[config.mk]
export PLATFORM = sky130hd
export DESIGN_NAME = alu_result_stage
export DESIGN_NICKNAME = d
export VERILOG_FILES = /design/src/rtl/alu_result_stage.sv
export SDC_FILE = /design/constraint.sdc
export NUM_CORES = 1
export LEC_CHECK = 0
export CAP_MARGIN = 20
export CORE_UTILIZATION = 43
export CTS_CLUSTER_DIAMETER = 100
export DETAILED_ROUTE_END_ITERATION = 10
export PLACE_DENSITY = 0.86
export REMOVE_ABC_BUFFERS = 1
export SLEW_MARGIN = 20
export SYNTH_ARGS = -nofsm -noshare
export SYNTH_HDL_FRONTEND = slang
export SYNTH_SLANG_ARGS = --single-unit
[constraint.sdc]
create_clock -name clk -period 2.9 [get_ports clk]
set_input_delay 0.29 -clock clk [delete_from_list [all_inputs] [get_ports clk]]
set_output_delay 0.29 -clock clk [all_outputs]
set_load 0.02 [all_outputs]
[src/rtl/alu_result_stage.sv]
// -----------------------------------------------------------------------------
// alu_result_stage
//
// EX->MEM pipeline register placed directly after the 64-bit adder. It holds
// one result entry under a valid/ready handshake. It derives NZCV from the adder
// outputs and keeps the architectural flag register used by B.cond.
//
// Configuration macro:
//   FLAG_BYPASS_EN  When defined, the flags output shows the NZCV of an
//                   accepting, non-flushed, flag-setting instruction in the
//                   same cycle. The flag register is used otherwise.
//                   When undefined, flags always come from the register, so a
//                   new value becomes visible one cycle after the accept.
//
// Ports:
//   clk           rising-edge clock
//   reset_n       asynchronous active-low reset
//   in_valid      EX presents a result this cycle
//   in_ready      stage can accept (= !out_valid | out_ready)
//   sum           adder sum, WIDTH bits
//   overflow      adder signed overflow (V)
//   cout          adder carry out (C)
//   set_flags     instruction updates NZCV (ADDS/SUBS)
//   rd_in         destination register index
//   reg_write_in  instruction writes rd
//   flush         kill the held entry and refuse the incoming one
//   out_valid     registered entry valid toward MEM
//   out_ready     MEM accepts this cycle
//   result        registered sum
//   rd_out        registered destination index
//   reg_write_out registered write enable, forced to 0 while out_valid=0
//   flags         NZCV as {N,Z,C,V}
// -----------------------------------------------------------------------------
module alu_result_stage #(
  parameter int WIDTH    = 64,
  parameter int REG_BITS = 5
) (
  input  logic                clk,
  input  logic                reset_n,
  input  logic                in_valid,
  output logic                in_ready,
  input  logic [WIDTH-1:0]    sum,
  input  logic                overflow,
  input  logic                cout,
  input  logic                set_flags,
  input  logic [REG_BITS-1:0] rd_in,
  input  logic                reg_write_in,
  input  logic                flush,
  output logic                out_valid,
  input  logic                out_ready,
  output logic [WIDTH-1:0]    result,
  output logic [REG_BITS-1:0] rd_out,
  output logic                reg_write_out,
  output logic [3:0]          flags
);

  typedef enum logic {
    EMPTY = 1'b0,
    FULL  = 1'b1
  } state_t;

  state_t              state_q, state_d;
  logic [WIDTH-1:0]    result_q, result_d;
  logic [REG_BITS-1:0] rd_q, rd_d;
  logic                reg_write_q, reg_write_d;
  logic [3:0]          flags_q, flags_d;

  logic                accept;
  logic                flag_update;
  logic [3:0]          nzcv_new;

  // NZCV of the instruction currently presented by EX.
  assign nzcv_new = {sum[WIDTH-1], (sum == '0), cout, overflow};

  // The ready term ignores flush. A flush blocks the capture but does not
  // change the handshake that EX sees.
  assign in_ready    = (state_q == EMPTY) | out_ready;
  assign accept      = in_valid & in_ready & ~flush;
  assign flag_update = accept & set_flags;

  // Next-state and datapath capture.
  always_comb begin
    state_d     = state_q;
    result_d    = result_q;
    rd_d        = rd_q;
    reg_write_d = reg_write_q;
    flags_d     = flags_q;

    if (flush) begin
      state_d = EMPTY;
    end else begin
      case (state_q)
        EMPTY: if (accept) state_d = FULL;
        // A drain with a simultaneous accept keeps the stage full.
        FULL:  if (out_ready && !accept) state_d = EMPTY;
        default: state_d = EMPTY;
      endcase
    end

    if (accept) begin
      result_d    = sum;
      rd_d        = rd_in;
      reg_write_d = reg_write_in;
    end

    if (flag_update) begin
      flags_d = nzcv_new;
    end
  end

  always_ff @(posedge clk or negedge reset_n) begin
    if (!reset_n) begin
      state_q     <= EMPTY;
      result_q    <= '0;
      rd_q        <= '0;
      reg_write_q <= 1'b0;
      flags_q     <= 4'b0000;
    end else begin
      state_q     <= state_d;
      result_q    <= result_d;
      rd_q        <= rd_d;
      reg_write_q <= reg_write_d;
      flags_q     <= flags_d;
    end
  end

  assign out_valid     = (state_q == FULL);
  assign result        = result_q;
  assign rd_out        = rd_q;
  // A stale write enable must never leak out of an empty stage.
  assign reg_write_out = reg_write_q & out_valid;

`ifdef FLAG_BYPASS_EN
  assign flags = flag_update ? nzcv_new : flags_q;
`else
  assign flags = flags_q;
`endif

endmodule

# Yosys cells after proc, flatten, opt, wreduce, memory -nomap -nowiden

Cells that the tools add are included.

Flip-flop bits (word level): 75
Bits in latches: 0
Bits in writable memories: 0
Memory bits (read-only): 0
Input port bits: 78
Output and inout bits: 76
Word-level logic and storage cells: 19
Memories kept: 0

Add/subtract/negate cells: 0
$mul: 0
Divide/modulo/power cells: 0
Order comparisons: 0
Eq/ne operators: 0
Shifts and indexed selects: 0
Mux-type cells: 4
Bitwise logic cells: 7
Reduce and logical (&&, ||, !) cells: 3

Operators by type and width:

| cell                | count |
|---|---|
| $logic_not A64 Y1   | 1 |
| $and A1 B1 Y1       | 4 |
| $mux W1             | 3 |
| $not A1 Y1          | 2 |
| $pmux W1 S2         | 1 |
| $logic_and A1 B1 Y1 | 1 |
| $logic_not A1 Y1    | 1 |
| $or A1 B1 Y1        | 1 |

# Depth between registers and ports, before layout

Gate-level depths: netlist of the first run.

Depth after elaboration: 9
Mapped depth: 6
Depth with buffers taken out: 5

# Least setup slack after synthesis of the first run

No wires, ideal clock.

Path kind: flip-flop to flip-flop
From: reg state_q (netlist: out_valid)
To: reg flags_q[0] (netlist: flags[0])
Library setup time: 125 ps
Arrival: 1244 ps
Data required time: 2775 ps
Path slack: 1531 ps
Cell stages (with the launch flop): 6
Cells stage by stage: dfrtp_1 nor2b_4 nor3b_2 buf_4 nand2_2 mux2_2

Longest elaborated chain between the ends: 5

Ends and longest elaborated chain:

| element                    | RTL line | text |
|---|---|---|
| start, declared            | 62       | `state_t state_q, state_d;` |
| start signal, assigned     | 119      | `state_q <= state_d;` |
| $not A1 Y1                 | -        |  |
| $or A1 B1 Y1               | 77       | `assign in_ready = (state_q == EMPTY) \| out_ready;` |
| $and A1 B1 Y1 (2 in a row) | 78       | `assign accept = in_valid & in_ready & ~flush;` |
| $and A1 B1 Y1              | 79       | `assign flag_update = accept & set_flags;` |
| end signal, assigned       | 123      | `flags_q <= flags_d;` |
| end, declared              | 66       | `logic [3:0] flags_q, flags_d;` |

Every way passes these cells.
A chain may end at the register's enable or synchronous reset.

# Final worst setup path of the first run

From: reg state_q (netlist: out_valid)
To: out in_ready

Longest elaborated chain between the ends: 2

Ends and longest elaborated chain:

| element       | RTL line | text |
|---|---|---|
| $not A1 Y1    | -        |  |
| $or A1 B1 Y1  | 77       |  |
| end, declared | 41       | `output logic in_ready,` |

Every way passes these cells.

==> results.py, run 1 <==
metrics = {
    "clock_network": {
        "h_tree_lvls": 3,
        "tritoncts.num_buffers": 9,
        "insertion_delay_ns": 0.33,
        "post_cts.repair.setup_buffers": 0,
        "cts_repair_resize_count": 0,
        "post_cts_hold_buffer_count": 0,
        "max-clock-path-buffers": 2,
        "clock_sink_count": 75,
        "clock-root-buffer": "sky130_fd_sc_hd__clkbuf_8",
        "cts_tree": "yes",
        "cts.reportedPaths.clkPinSlew_ns": 0.08,
    },
    "pwr": {
        "power_switching_share_pct": 30.0,
        "power_frac_comb_pct": 28.7,
        "share_seq_of_total_power_pct": 43.5,
        "power_report.internal_total_mw": 2.06,
        "cell_area_power_density_nw_per_um2": 617,
        "pwr-share-clk_pct": 27.8,
        "cellLeakagePower_nw": 2.28,
        "ir_worst_vdd_v": 0.000347,
        "p_switching_mw": 0.879,
    },
    "detailed_routing": {
        "via_per_inst": 4.83,
        "detail_route.drc_violations": 0,
        "wl_per_cell_um": 14.2,
        "drt.antenna.violating_nets": 0,
        "detailedRoute.firstPassIterationCount": 4,
        "first_iter_violations": 105,
        "dr_total_vias": 2739,
        "detail_route.wirelength_um": 8060,
    },
    "place": {
        "dpl.cell_count": 551,
        "hpwl_um": 5760,
        "globalplace.congestion": 0.825,
        "io_buffers": 153,
        "dpl_worst_slack_ns": 0.928,
    },
    "sta": {
        "final_hold_violation_count": 0,
        "timing_max_transition_violations_final": 0,
        "max_freq_ghz": 0.549,
        "tightest_slew_ns": 0.933,
        "final_period_minus_worst_setup_slack_ns": 1.82,
        "grt_setup_unrepaired": "false",
        "timing.clock.skew_ns": 0.00915,
        "fin_ws_ns": 1.08,
        "setup_viols_final": 0,
        "post-route-period-util_pct": 62.8,
        "max_slew_margin_vs_limit_pct": 37.8,
    },
    "cells_and_area": {
        "finalNetCount": 563,
        "areaGrowthSynthToFinish_pct": 59.8,
        "finalCoreUtilization_pct": 72.8,
        "drive_gt1_share_pct": 5.31,
        "antenna-diode-count": 0,
        "number_of_non_filler_instances_in_the_completed_layout": 567,
    },
    "floorplan": {
        "placementRows": 29,
        "floorplan.initialDensity_pct": 45.6,
        "die-area_um2": 7260,
        "die_height_um": 85.2,
        "dieWidth_um": 85.2,
        "design.portCount": 154,
        "core_region_area_um2": 6530,
    },
    "synth": {
        "post_synth.cell_area_avg_um2": 8.94,
        "postSynthCellCount": 333,
        "synthDistinctLibCells": 14,
        "ys_seq_area_share_pct": 63.1,
        "synthesis.area_um2": 2980,
        "synth-warning-count": 0,
        "postSynthRegisterBits": 75,
    },
    "global_route": {
        "antenna_found_initial": 0,
        "first_global_vias": 2762,
        "global_route.overflow_total": 0,
        "track_usage_pct": 23.0,
        "grt_max_degree": 76,
        "grt_first_pass_wirelength_um": 12800,
    },
    "run": {
        "maxCapViolations": 0,
    },
    "setup_path": {
        "path_buf_inv": 2,
        "setup.worst_path.end_class": "primary output",
        "critical-path-max-stage-delay_ns": 0.60,
        "timing.critical_path.slowest_stage_cell": "sky130_fd_sc_hd__clkdlybuf4s50_1",
        "setup.reg_to_reg.worst_slack_ns": 1.28,
        "crit_required_ns": 2.61,
        "path_max_fanout": 3,
        "crit_family": "buffers and inverters",
        "worstSetupPathType": "reg -> out",
        "critical_path_cell_sequence": "nor2b_4 > inv_1 > clkdlybuf4s50_1",
        "timing.critical_path.from_type": "register",
        "cp.arrival_ns": 1.53,
    },
    "min_path": {
        "hold_class": "in -> async",
    },
    "run_status": {
        "outcome": "finished, final reports clean",
    },
}
Yosys cell counts:
master | n | area share [%]
sky130_fd_sc_hd__nor2_1 | 2 | 0.25
sky130_fd_sc_hd__buf_4 | 1 | 0.25
sky130_fd_sc_hd__nand3b_1 | 1 | 0.25
sky130_fd_sc_hd__buf_2 | 14 | 2.4
sky130_fd_sc_hd__nor4_1 | 17 | 3.6
sky130_fd_sc_hd__nor3b_2 | 1 | 0.42
sky130_fd_sc_hd__nand2_2 | 1 | 0.21
sky130_fd_sc_hd__nand2_1 | 210 | 26
sky130_fd_sc_hd__dfrtp_1 | 75 | 63
sky130_fd_sc_hd__inv_1 | 1 | 0.13
sky130_fd_sc_hd__and2_1 | 1 | 0.21
sky130_fd_sc_hd__mux2_2 | 4 | 1.5
sky130_fd_sc_hd__nor2b_4 | 1 | 0.46
sky130_fd_sc_hd__nand4_1 | 4 | 0.84
power by group through the flow:
stage | clock, mW | combinational (mW) | sequential, mW
finish | 0.817 | 0.843 | 1.28
global route | 0.883 | 0.902 | 1.29
detailed placement | 0 | 0.846 | 1.30
global placement | 0 | 0.828 | 1.29
floorplan | 0 | 0.157 | 1.48
CTS | 0.831 | 0.851 | 1.28
state kept, by name (all words and copies together), names as in the netlist:
signal / count
result: 64
reg_write_q: 1
rd_out: 5
flags: 4
out_valid: 1
per-layer routing:
layer	up-vias	global-route usage [%]	wire [µm]
li1	1348	-	-
met1	1255	28.0	3400
met2	110	38.1	3770
met3	26	5.93	602
met4	0	11.6	283
met5	-	0	0
metrics by stage:
stage	TNS (ns)	area, µm²	hold WS (ns)	total power [mW]
after floorplan	-3.97	2900	-0.00559	1.64
after CTS	0	4760	0.125	2.96
after detailed placement	0	4550	0.461	2.14
final	0	4760	0.0925	2.94
after global routing	0	4760	0.159	3.08
after global placement	0	4550	0.451	2.12
cell type report:
| cell class | instances | area (µm²) |
|---|---|---|
| fill | 493 | 1770 |
| clock buffer | 12 | 155 |
| timing repair buffer | 156 | 1550 |
| tap | 77 | 96.3 |
| inverter | 1 | 3.75 |
| sequential | 75 | 1880 |
| clock inverter | 4 | 48.8 |
| multi-input combinational | 242 | 1020 |
cells by family (layout without fill, tap and decap cells):
kind of cell / count (synthesis) / count (layout) / share of synthesized area, %
muxes: 4 / 4 / 1.51
buffers and inverters: 16 / 173 / 2.73
DFF: 75 / 75 / 63.1
and+or+nand+nor: 238 / 238 / 32.7
final timing paths:
| check | from | cells past startpoint | to |
|---|---|---|---|
| hold / removal | reset_n | 1 | rd_out[1] |
| hold reg to reg | reg_write_q | 2 | reg_write_q |
| setup / recovery | out_valid | 3 | in_ready |
| setup reg to reg | out_valid | 5 | flags[3] |
| min in group clk | reg_write_q | 2 | reg_write_q |
| max in group asynchronous | reset_n | 1 | result[37] |
placed cells by master, fill, tap and decap left out:
master,synthesis,routed
sky130_fd_sc_hd__and2_1,1,1
sky130_fd_sc_hd__buf_4,1,4
sky130_fd_sc_hd__bufinv_16,0,1
sky130_fd_sc_hd__clkbuf_1,0,1
sky130_fd_sc_hd__clkbuf_8,0,11
sky130_fd_sc_hd__clkdlybuf4s50_1,0,152
sky130_fd_sc_hd__clkinv_2,0,2
sky130_fd_sc_hd__clkinv_4,0,1
sky130_fd_sc_hd__dfrtp_1,75,75
sky130_fd_sc_hd__inv_1,1,1
sky130_fd_sc_hd__mux2_2,4,4
sky130_fd_sc_hd__nand2_1,210,210
sky130_fd_sc_hd__nand2_2,1,1
sky130_fd_sc_hd__nand3b_1,1,1
sky130_fd_sc_hd__nand4_1,4,4
sky130_fd_sc_hd__nor2_1,2,2
sky130_fd_sc_hd__nor2b_4,1,1
sky130_fd_sc_hd__nor3b_4,0,1
sky130_fd_sc_hd__nor4_1,17,17
No activity file was read; power rests on OpenSTA's default activity.
==> run 2: changes to the inputs <==
CORE_UTILIZATION = 36   (was 43)
PLACE_DENSITY = 0.77   (was 0.86)
clock period = 1.5 ns   (was 2.9 ns; I/O delays follow)
==> run 2 against run 1 <==
Against the previous run: core utilization is 9.0 points lower; critical endpoint is now result[0]; critical path depth fell by 2; critical path type unchanged; sequential power up 93%; register-to-register slack worse by 1.2 ns.
==> results.py, run 2 (synthesized netlist as in run 1, its figures left out) <==
metrics = {
    "detailed_routing": {
        "first_iter_violations": 44,
        "drt.antenna.violating_nets": 0,
        "via_per_inst": 4.64,
        "detail_route.drc_violations": 0,
        "wl_per_cell_um": 13.8,
        "detailedRoute.firstPassIterationCount": 4,
        "dr_total_vias": 2845,
        "detail_route.wirelength_um": 8430,
    },
    "floorplan": {
        "die_height_um": 92.9,
        "dieWidth_um": 92.9,
        "design.portCount": 154,
        "core_region_area_um2": 7850,
        "placementRows": 32,
        "floorplan.initialDensity_pct": 37.9,
        "die-area_um2": 8640,
    },
    "sta": {
        "max_slew_margin_vs_limit_pct": 73.1,
        "hold_ws_ns": 0.285,
        "tightest_slew_ns": 0.400,
        "fin_ws_ns": 0.0194,
        "final_period_minus_worst_setup_slack_ns": 1.48,
        "grt_setup_unrepaired": "false",
        "post-route-period-util_pct": 98.7,
        "setup_viols_final": 0,
        "setup-tns-final_ns": 0,
        "max_freq_ghz": 0.675,
        "timing.clock.skew_ns": 0.00553,
        "final_hold_violation_count": 0,
        "timing_max_transition_violations_final": 0,
    },
    "setup_path": {
        "critical_path.endpoint": "result[0]",
        "setup.worst_path.end_class": "primary output",
        "r2r_cells": 5,
        "worst_r2r_endpoint": "flags[3]",
        "crit_cells": 1,
        "crit_required_ns": 1.35,
        "path_buf_inv": 1,
        "critical-path-max-stage-delay_ns": 0.62,
        "timing.critical_path.from_type": "register",
        "critical_path_cell_sequence": "clkdlybuf4s50_1",
        "setup.reg_to_reg.worst_slack_ns": 0.09,
        "cp.arrival_ns": 1.33,
        "crit_family": "buffers and inverters",
        "worstSetupPathType": "reg -> out",
        "rr_startpoint": "out_valid",
        "crit_start": "result[0]",
        "timing.critical_path.slowest_stage_cell": "sky130_fd_sc_hd__clkdlybuf4s50_1",
        "path_max_fanout": 2,
    },
    "clock_network": {
        "cts_tree": "yes",
        "tritoncts.num_buffers": 9,
        "h_tree_lvls": 3,
        "insertion_delay_ns": 0.33,
        "max-clock-path-buffers": 2,
        "clock-root-buffer": "sky130_fd_sc_hd__clkbuf_8",
        "cts.reportedPaths.clkPinSlew_ns": 0.07,
        "clock_sink_count": 75,
    },
    "cells_and_area": {
        "layout.cells.most_common": "sky130_fd_sc_hd__nand2_1",
        "antenna-diode-count": 0,
        "finalCoreUtilization_pct": 63.8,
        "mostFrequentLayoutCells": "sky130_fd_sc_hd__nand2_1 (210), sky130_fd_sc_hd__clkdlybuf4s50_1 (135), sky130_fd_sc_hd__dfrtp_1 (75)",
        "areaGrowthSynthToFinish_pct": 68.3,
        "largest_reg_flops": 64,
        "drive_gt1_share_pct": 8.81,
        "layout.filler_cells": 675,
        "finalNetCount": 584,
    },
    "place": {
        "dpl_worst_slack_ns": -0.375,
        "globalplace.congestion": 0.751,
        "hpwl_um": 6270,
        "io_buffers": 153,
    },
    "global_route": {
        "grt_max_degree": 39,
        "first_global_vias": 2867,
        "antenna_found_initial": 0,
        "global_route.overflow_total": 0,
        "grt_first_pass_wirelength_um": 13600,
        "track_usage_pct": 20.1,
    },
    "pwr": {
        "cell_area_power_density_nw_per_um2": 1100,
        "cellLeakagePower_nw": 2.58,
        "ir_worst_vdd_v": 0.000604,
    },
    "run": {
        "maxCapViolations": 0,
    },
    "min_path": {
        "hold_class": "in -> async",
    },
    "run_status": {
        "outcome": "finished, final reports clean",
    },
}
==> run 2: changes by cell type in the layout (fill, tap and decap cells not counted), moves of 2 or more <==
cell | before | now
sky130_fd_sc_hd__dlymetal6s2s_1 | 0 | 15
sky130_fd_sc_hd__clkdlybuf4s50_1 | 152 | 135
sky130_fd_sc_hd__clkbuf_1 | 1 | 3
sky130_fd_sc_hd__buf_4 | 4 | 19
sky130_fd_sc_hd__buf_6 | 0 | 2
sky130_fd_sc_hd__buf_12 | 0 | 3
sky130_fd_sc_hd__dlygate4sd2_1 | 0 | 2
==> run 2: per-stage QoR <==
step	total power [mW]	area [µm²]	cells
final	5.53	5010	613
after global routing	5.80	5010	613
after CTS	5.58	4960	613
after detailed placement	4.20	4770	596
after global placement	4.16	4770	596
after floorplan	3.17	2900	318
==> run 2: repair_timing <==
item | in CTS | in global routing
endpoints found under the setup margin | 3 | 43
endpoints found under the hold margin | 28 | 0
hold buffers | 1 | 0
buffers inserted | 0 | 0
pin swaps | 0 | 2
gates resized for setup | 3 | 18
==> run 2: area by class of cell <==
class	instances	area (µm²)	area share, %
Timing Repair Buffer	177	1790	35.8
Clock inverter	2	10.0	0.200
Clock buffer	14	163	3.25
Multi-Input combinational cell	242	1040	20.7
Sequential cell	75	1880	37.5
Inverter	1	3.75	0.0749
Tap cell	102	128	2.55
==> run 2: worst register-to-register path, stage by stage (launching register included) <==
cell and delay [ns]:
sky130_fd_sc_hd__dfrtp_1 0.39, sky130_fd_sc_hd__nor2b_4 0.14, sky130_fd_sc_hd__nor3b_4 0.27, sky130_fd_sc_hd__buf_6 0.16, sky130_fd_sc_hd__nand2_4 0.06, sky130_fd_sc_hd__mux2_2 0.27
==> run 2: worst min path at each step <==
stage            start         end  slack [ns]
6_report       reset_n  result[16]        0.29
5_1_grt        reset_n  result[16]        0.33
4_1_cts        reset_n  result[25]        0.28
3_5_place_dp   reset_n  result[16]        0.10
3_3_place_gp   reset_n   rd_out[2]        0.10
2_1_floorplan  reset_n    flags[0]       -0.15
==> run 2: where the power goes <==
part	total [mW]	internal, mW	switching [mW]	leakage, nW
Sequential	2.47	2.31	0.155	0.929
Combinational	1.67	0.840	0.834	1.57
Clock	1.39	0.690	0.701	0.0905
Total	5.53	3.84	1.69	2.58
==> run 2: routing by layer <==
layer  global-route usage [%]  routed length [µm]
met4                     5.64                  85
met2                     34.5                4220
met5                        0                   0
met1                     25.3                3570
met3                     4.52                 566
==> run 3: changes to the inputs <==
GPL_TIMING_DRIVEN = 0   (was default)
==> run 3 against run 2 <==
Against the previous run: worst setup slack improved by 0.020 ns; global-route usage grew 0.42 points; clock skew grew 0.0047 ns; die area unchanged; critical endpoint is now result[30]; power up 1.5%; largest cell class unchanged; register-to-register slack lost 0.03 ns.
==> results.py, run 3 (synthesized netlist as in run 1, its figures left out) <==
metrics = {
    "place": {
        "globalplace.congestion": 0.795,
        "dpl-instance-area_um2": 4670,
        "dpl_worst_slack_ns": -0.670,
        "hpwl_um": 6230,
        "io_buffers": 153,
    },
    "floorplan": {
        "floorplan.initialDensity_pct": 37.9,
        "core_region_area_um2": 7850,
        "die_height_um": 92.9,
        "placementRows": 32,
        "dieWidth_um": 92.9,
        "design.portCount": 154,
        "die-area_um2": 8640,
    },
    "cells_and_area": {
        "drive_gt1_share_pct": 6.81,
        "seqCellArea_um2": 1880,
        "layout.cells.most_common": "sky130_fd_sc_hd__nand2_1",
        "antenna-diode-count": 0,
        "finalCoreUtilization_pct": 63.3,
        "largest_reg_flops": 64,
        "finalNetCount": 572,
        "layout.filler_cells": 653,
        "mostFrequentLayoutCells": "sky130_fd_sc_hd__nand2_1 (210), sky130_fd_sc_hd__clkdlybuf4s50_1 (131), sky130_fd_sc_hd__dfrtp_1 (75)",
        "areaGrowthSynthToFinish_pct": 66.9,
        "multi_input_comb_area_um2": 1040,
        "final_area_um2": 4970,
    },
    "setup_path": {
        "path_max_fanout": 2,
        "rr_startpoint": "out_valid",
        "crit_required_ns": 1.35,
        "cp.arrival_ns": 1.31,
        "r2r_cells": 6,
        "timing.critical_path.slowest_stage_cell": "sky130_fd_sc_hd__clkdlybuf4s50_1",
        "timing.critical_path.from_type": "register",
        "crit_family": "buffers and inverters",
        "setup.reg_to_reg.worst_slack_ns": 0.06,
        "critical-path-max-stage-delay_ns": 0.61,
        "critical_path_cell_sequence": "clkdlybuf4s50_1",
        "crit_cells": 1,
        "path_buf_inv": 1,
        "worstSetupPathType": "reg -> out",
        "setup.worst_path.end_class": "primary output",
        "worst_r2r_endpoint": "flags[0]",
    },
    "clock_network": {
        "cts_tree": "yes",
        "tritoncts.num_buffers": 9,
        "cts.reportedPaths.clkPinSlew_ns": 0.07,
        "max-clock-path-buffers": 2,
        "insertion_delay_ns": 0.34,
        "h_tree_lvls": 3,
        "clock-root-buffer": "sky130_fd_sc_hd__clkbuf_8",
        "clock_sink_count": 75,
    },
    "pwr": {
        "cellLeakagePower_nw": 2.58,
        "ir_worst_vdd_v": 0.000829,
        "total_power_consumption_mw": 5.62,
        "cell_area_power_density_nw_per_um2": 1130,
    },
    "sta": {
        "timing.clock.skew_ns": 0.0102,
        "setup-tns-final_ns": 0,
        "grt_setup_unrepaired": "true",
        "fin_ws_ns": 0.0395,
        "final_hold_violation_count": 0,
        "post-route-period-util_pct": 97.4,
        "timing_max_transition_violations_final": 0,
        "tightest_slew_ns": 0.551,
        "max_slew_margin_vs_limit_pct": 63.3,
        "setup_viols_final": 0,
        "max_freq_ghz": 0.685,
        "final_period_minus_worst_setup_slack_ns": 1.46,
    },
    "detailed_routing": {
        "first_iter_violations": 118,
        "via_per_inst": 4.60,
        "wl_per_cell_um": 13.9,
        "detail_route.drc_violations": 0,
        "drt.antenna.violating_nets": 0,
        "dr_total_vias": 2766,
        "detailedRoute.firstPassIterationCount": 4,
        "detail_route.wirelength_um": 8370,
    },
    "global_route": {
        "global_route.overflow_total": 0,
        "track_usage_pct": 20.5,
        "first_global_vias": 2873,
        "grt_first_pass_wirelength_um": 13700,
        "grt_max_degree": 43,
        "antenna_found_initial": 0,
    },
    "run": {
        "maxCapViolations": 0,
    },
    "min_path": {
        "hold_class": "in -> async",
    },
    "run_status": {
        "outcome": "finished, final reports clean",
    },
}
[run 3: cell count changes in the layout (fill, tap and decap cells not counted), moves of 2 or more]
cell / delta
sky130_fd_sc_hd__clkdlybuf4s50_1: -4
sky130_fd_sc_hd__clkbuf_8: +2
sky130_fd_sc_hd__buf_4: -13
sky130_fd_sc_hd__dlymetal6s2s_1: +3
[run 3: worst max-delay path by stage]
stage / slack, ns / endpoint / from
6_report: 0.04 / result[30] / result[30]
4_1_cts: 0.007 / result[42] / result[42]
3_5_place_dp: -0.67 / flags[0] / out_ready
3_3_place_gp: -3.22 / flags[1] / out_ready
2_1_floorplan: -1.85 / flags[0] / out_valid
5_1_grt: -0.005 / flags[2] / out_valid
[run 3: area by class of cell]
| class | count | area share (%) |
|---|---|---|
| Clock inverter | 1 | 0.101 |
| Multi-Input combinational cell | 242 | 20.9 |
| Inverter | 1 | 0.0755 |
| Timing Repair Buffer | 165 | 34.9 |
| Clock buffer | 15 | 3.75 |
| Sequential cell | 75 | 37.8 |
| Tap cell | 102 | 2.57 |
[run 3: metal layers]
layer / routed length [µm] / GRT usage [%] / up-vias
met5: 0 / 0 / -
met4: 110 / 6.92 / 0
met3: 518 / 4.43 / 10
met2: 4010 / 33.8 / 105
met1: 3730 / 26.7 / 1285
li1: - / - / 1366
[run 3: repair_timing]
action	in CTS	in global routing
pin swaps	1	1
gates resized for setup	6	20
hold buffers	1	0
gates cloned	0	0
setup buffers	6	0
setup endpoints to repair	76	46
hold endpoints to repair	41	0
[run 3: power by group]
part | switching, mW | internal (mW)
Combinational | 0.832 | 0.826
Clock | 0.712 | 0.783
Sequential | 0.152 | 2.31
Total | 1.70 | 3.92
[run 3: metrics by stage]
step                hold slack (ns)  std cells
finish                        0.344        601
global route                  0.362        601
CTS                           0.328        603
detailed placement            0.178        580
global placement              0.456        573
floorplan                    -0.146        318
==> edit 1: new RTL, settings of run 3 <==
`result_q` no longer has a reset.
--- a/src/rtl/alu_result_stage.sv
+++ b/src/rtl/alu_result_stage.sv
@@ -111,17 +111,19 @@
   always_ff @(posedge clk or negedge reset_n) begin
     if (!reset_n) begin
       state_q     <= EMPTY;
-      result_q    <= '0;
       rd_q        <= '0;
       reg_write_q <= 1'b0;
       flags_q     <= 4'b0000;
     end else begin
       state_q     <= state_d;
-      result_q    <= result_d;
       rd_q        <= rd_d;
       reg_write_q <= reg_write_d;
       flags_q     <= flags_d;
     end
+  end
+
+  always_ff @(posedge clk) begin
+    result_q <= result_d;
   end
 
   assign out_valid     = (state_q == FULL);
Behaviour: not the same (a bounded check fails within 4 cycles, from zero or initial values and one cycle with reset_n low).
==> edit 1 against run 3 <==
- design area shrank 11%
- largest cell class unchanged
- worst hold slack worse by 0.19 ns
- routed wire length down 27%
- worst setup slack worse by 0.026 ns
- non-clock buffer count is 2 lower
- synthesized area is 16% lower
- sequential cell count stayed put
Power is not compared: it rests on default switching activity, and its combinational part moved more than twofold at a synthesized area within 25%.
==> edit 1: results (changes against run 3) <==
- Final setup skew: 0.00508 ns (-0.00516 ns)
- Gr usage total: 17.8% (-2.7 points)
- Pre-CTS WS: -0.688 ns (-0.0185 ns)
- GP Congestion: 0.727 (-8.5%)
- Drt pass-1 iters: 5 (+1)
- Post-synth EDFFs: 64 (+64)
- Leakage power: 0.00162 uW
- First-pass GRT wire length: 9460 um (-31%)
- Ranking of synthesized cells by area: edfxtp_1 (77%), dfrtp_1 (11%), mux2_2 (4.5%)
- ANT cells: 0 (unchanged)
- Inst Count DP: 350 (-40%)
- CP Max Fanout: 8 (+6)
- Commonest cells in the netlist: edfxtp_1 (64), nor4_1 (17), dfrtp_1 (11)
- Post-cts resize count: 4 (-2)
- Hold Path Class: input pin to asynchronous set/reset pin
- Number of post-CTS setup repair buffers: 6 (unchanged)
- Worst R2R Path Depth: 5 (-1)
- Largest net degree at the start of global routing: 19 (-56%)
- H-tree depth: 3 (unchanged)
- Initial DRC Count: 43 (-64%)
- Initial antenna violation count: 0 (unchanged)
- Worst reg2reg setup slack: 0.01 ns (-0.05 ns)
- Vias in the first global route: 1906 (-34%)
- Max FFs per register: 64 (unchanged)
- RR Endpoint: result[43]$_DFFE_PP_
- Synthesis Warnings: 0 (unchanged)
- NetSw: 1040 uW
- Worst path max stage delay: 0.39 ns (-0.22 ns)
- Sequential area share after synthesis: 87.8% (+25 points)
- Fillers: 509 (-22%)
- Highest clock rate: 673 MHz (-1.7%)
- Setup crit end: result[43]$_DFFE_PP_
- HPWL after detailed placement: 4830 um (-22%)
- Critical Path AT: 1.53 ns (+0.22 ns)
- Status: finished clean
- Rel. slew slack: 66.1% (+2.8 points)
- Later-pin clock latency in the skew report: around 0.33 ns
- Area after DPL: 4190 um2 (-10%)
- Ys async rst share: 14.7% (-85 points)
- Routed length per instance: 16.5 um (+18%)
- CP max stage cell: dfrtp_1
- Avg Inst Size Synth: 22.2 um2 (+150%)
- Critical Path Start Type: flop
- Vias per inst: 4.70 (+2.2%)
- Post-synth cell types: 11 (-3)
- Layout cells sized above 1: 12.7% (+5.9 points)
- PortBufs: 153 (unchanged)
- Layout Nets: 365 (-36%)
- Cell family with most CP delay: buffers and inverters
- Clock-pin slew on the worst setup and hold paths: 0.07 ns (about the same)
- Most common cell in the netlist: edfxtp_1
- Vias: 1750 (-37%)
-- edit 1: changes by cell type after synthesis, sizes merged --
cell	run 3	this run
nand2	211	1
dfrtp	75	11
edfxtp	0	64
buf	15	0
mux2	4	10
nand3b	1	0
-- edit 1: metal layers --
layer	vias up	share of wire, %	track usage (%)
met5	-	0	0
met4	0	2.3	9.09
met3	13	9.4	8.07
met2	93	53	31.0
met1	825	36	18.0
li1	819	-	-
-- edit 1: area by class of cell --
class / instances / area, um2 / area share, %
clock buffers: 14 / 163 / 3.68
clock inverters: 2 / 10.0 / 0.226
inverters: 1 / 3.75 / 0.0848
multi-input cells: 37 / 303 / 6.84
flip-flops and latches: 75 / 2200 / 49.7
well taps: 80 / 100 / 2.26
repair buffers: 163 / 1650 / 37.2
-- edit 1: cells by family after synthesis --
kind of cell | after synthesis | synth area share, %
simple gates | 27 | 7.60
flops | 75 | 87.8
mux | 10 | 4.50
buf+inv | 1 | 0.150
-- edit 1: worst min path at each step --
stage	to	cells after the start	slack (ns)	from
after floorplan	flags[0]$_DFFE_PN0P_	0	-0.15	reset_n
after global placement	reg_write_q$_DFFE_PN0P_	1	0.49	reg_write_q$_DFFE_PN0P_
after detailed placement	rd_out[1]$_DFFE_PN0P_	1	0.50	rd_out[1]$_DFFE_PN0P_
after CTS	rd_out[1]$_DFFE_PN0P_	1	0.16	reset_n
after global routing	rd_out[0]$_DFFE_PN0P_	1	0.18	reset_n
final	rd_out[1]$_DFFE_PN0P_	1	0.15	reset_n
-- edit 1: power groups by stage --
| stage | clock network, uW | logic [uW] | registers (uW) |
|---|---|---|---|
| floorplan | 0 | 96.3 | 2640 |
| global placement | 0 | 718 | 2490 |
| detailed placement | 0 | 746 | 2490 |
| CTS | 1410 | 763 | 2440 |
| global route | 1500 | 796 | 2450 |
| finish | 1360 | 752 | 2440 |
==> edit 2: new RTL, flow settings as in run 3 <==
Without the edit above. Change the parameter `WIDTH` from 64 to 72.
--- a/src/rtl/alu_result_stage.sv
+++ b/src/rtl/alu_result_stage.sv
@@ -32,7 +32,7 @@
 //   flags         NZCV as {N,Z,C,V}
 // -----------------------------------------------------------------------------
 module alu_result_stage #(
-  parameter int WIDTH    = 64,
+  parameter int WIDTH    = 72,
   parameter int REG_BITS = 5
 ) (
   input  logic                clk,
Interface: changed (resized result and sum); port bits go from 154 to 170. No check against the original RTL was run, so the function may have changed too.
==> edit 2 against run 3 <==
- the run now ends with design-rule violations left
- sequential power rose by 13%
- first-iteration DRC count fell by 53%
- via count fell by 13%
- maximum frequency fell by 0.55%
- clock power rose by 30%
- sequential share of layout area fell by 0.32 points
- routed wire length rose by 1.9%
- count of clock-buffer cells in the layout fell by 3
- critical path type unchanged
- power rose by 22%
- synthesized area rose by 12%
- design area rose by 12%
- critical path depth did not move
- sequential cell count rose by 8
- worst setup slack got worse by 0.0080 ns
==> edit 2: results (changes against run 3) <==
- Vias in the first global route: 2729 (-5.0%)
- Clk_buf instances: 12 (-3)
- Worst R2R Path Depth: 4 (-2)
- Rel. slew slack: 63.2% (about the same)
- HPWL after detailed placement: 6120 um (-1.7%)
- Ranking of synthesized cells by area: dfrtp_1 (62%), mux2_2 (21%), mux2_4 (9.0%)
- Hold slack: 0.327 ns (-0.0161 ns)
- Seq cells post-synth: 83 (+11%)
- Fillers: 697 (+6.7%)
- Multi-input gate count: 113 (-53%)
- Gr usage total: 18.2% (-2.3 points)
- Buffer share of cell area: 33.5% (-1.4 points)
- Layout cells sized above 1: 26.6% (+20 points)
- P_seq: 2800 uW (+13%)
- Post-synthesis compound-gate area fraction: 0.412% (+0.41 points)
- Vias per inst: 4.87 (+5.8%)
- Post-synth cell types: 16 (+2)
- Commonest cells in the netlist: dfrtp_1 (83), mux2_2 (61), mux2_4 (20)
- Clock network share of area: 4.38% (+0.52 points)
- Post-Layout Cell Count: 495 (-18%)
- Drt pass-1 iters: 9 (+5)
- Inst Count DP: 475 (-18%)
- Non-clk bufs: 174 (+5.5%)
- Failing checks: design-rule violations
- First-pass GRT wire length: 13600 um (-0.50%)
- Leakage power: 0.00270 uW (+4.7%)
- RR Endpoint: result[65]$_DFFE_PN0P_
- Largest net degree at the start of global routing: 47 (+9.3%)
- Clock-pin slew on the worst setup and hold paths: 0.09 ns (+0.02 ns)
- GP Congestion: 0.771 (-2.9%)
- DRC Markers: 10 (+10)
- Final setup skew: 0.00726 ns (-0.00299 ns)
- Status: complete, but fails checks
==> edit 2: cell types whose count changed in the layout (fill, tap and decap cells not counted), moves of 3 or more <==
cell	before	now
nand2_1	210	1
mux2_2	4	59
dlymetal6s2s_1	18	41
mux2_4	0	22
clkdlybuf4s50_1	131	122
dfrtp_1	75	83
buf_4	6	3
bufinv_16	0	3
clkbuf_8	13	10
dlygate4sd2_1	2	5
==> edit 2: stage by stage <==
step	power (uW)	cell area [um2]	util [%]	setup slack, ns	TNS, ns
floorplan	3790	3280	-	-0.478	-36.74
global placement	4930	5110	57.7	-2.69	-293.58
detailed placement	4980	5150	58.2	-0.537	-31.53
CTS	6950	5430	61.3	0.00267	0
global route	7130	5550	62.7	-0.00983	-0.0103
finish	6820	5550	62.7	0.0315	0
==> edit 2: routing by layer <==
layer | share of wire [%] | global-route usage (%) | routed length [um]
met1 | 40 | 21.6 | 3410
met2 | 51 | 31.6 | 4320
met3 | 7.8 | 5.80 | 664
met4 | 1.5 | 5.51 | 127
met5 | 0 | 0 | 0
==> edit 2: timing repair <==
item / 4_1_cts / 5_1_grt
pin swaps: 0 / 1
resized for setup: 6 / 43
gates cloned: 1 / 0
buffers inserted: 1 / 1
endpoints found under the hold margin: 41 / 0
setup endpoints to repair: 83 / 44
hold buffers: 1 / 0
==> edit 2: how the worst max path moves through the flow <==
stage,cells past startpoint,startpoint,end,slack (ns)
after floorplan,3,out_valid$_DFF_PN0_,result[38]$_DFFE_PN0P_,-0.48
after global placement,1,reset_n,result[36]$_DFFE_PN0P_,-2.69
after detailed placement,5,out_ready,result[48]$_DFFE_PN0P_,-0.54
after CTS,1,result[23]$_DFFE_PN0P_,result[23],0.003
after global routing,1,result[28]$_DFFE_PN0P_,result[28],-0.01
final,1,result[28]$_DFFE_PN0P_,result[28],0.03
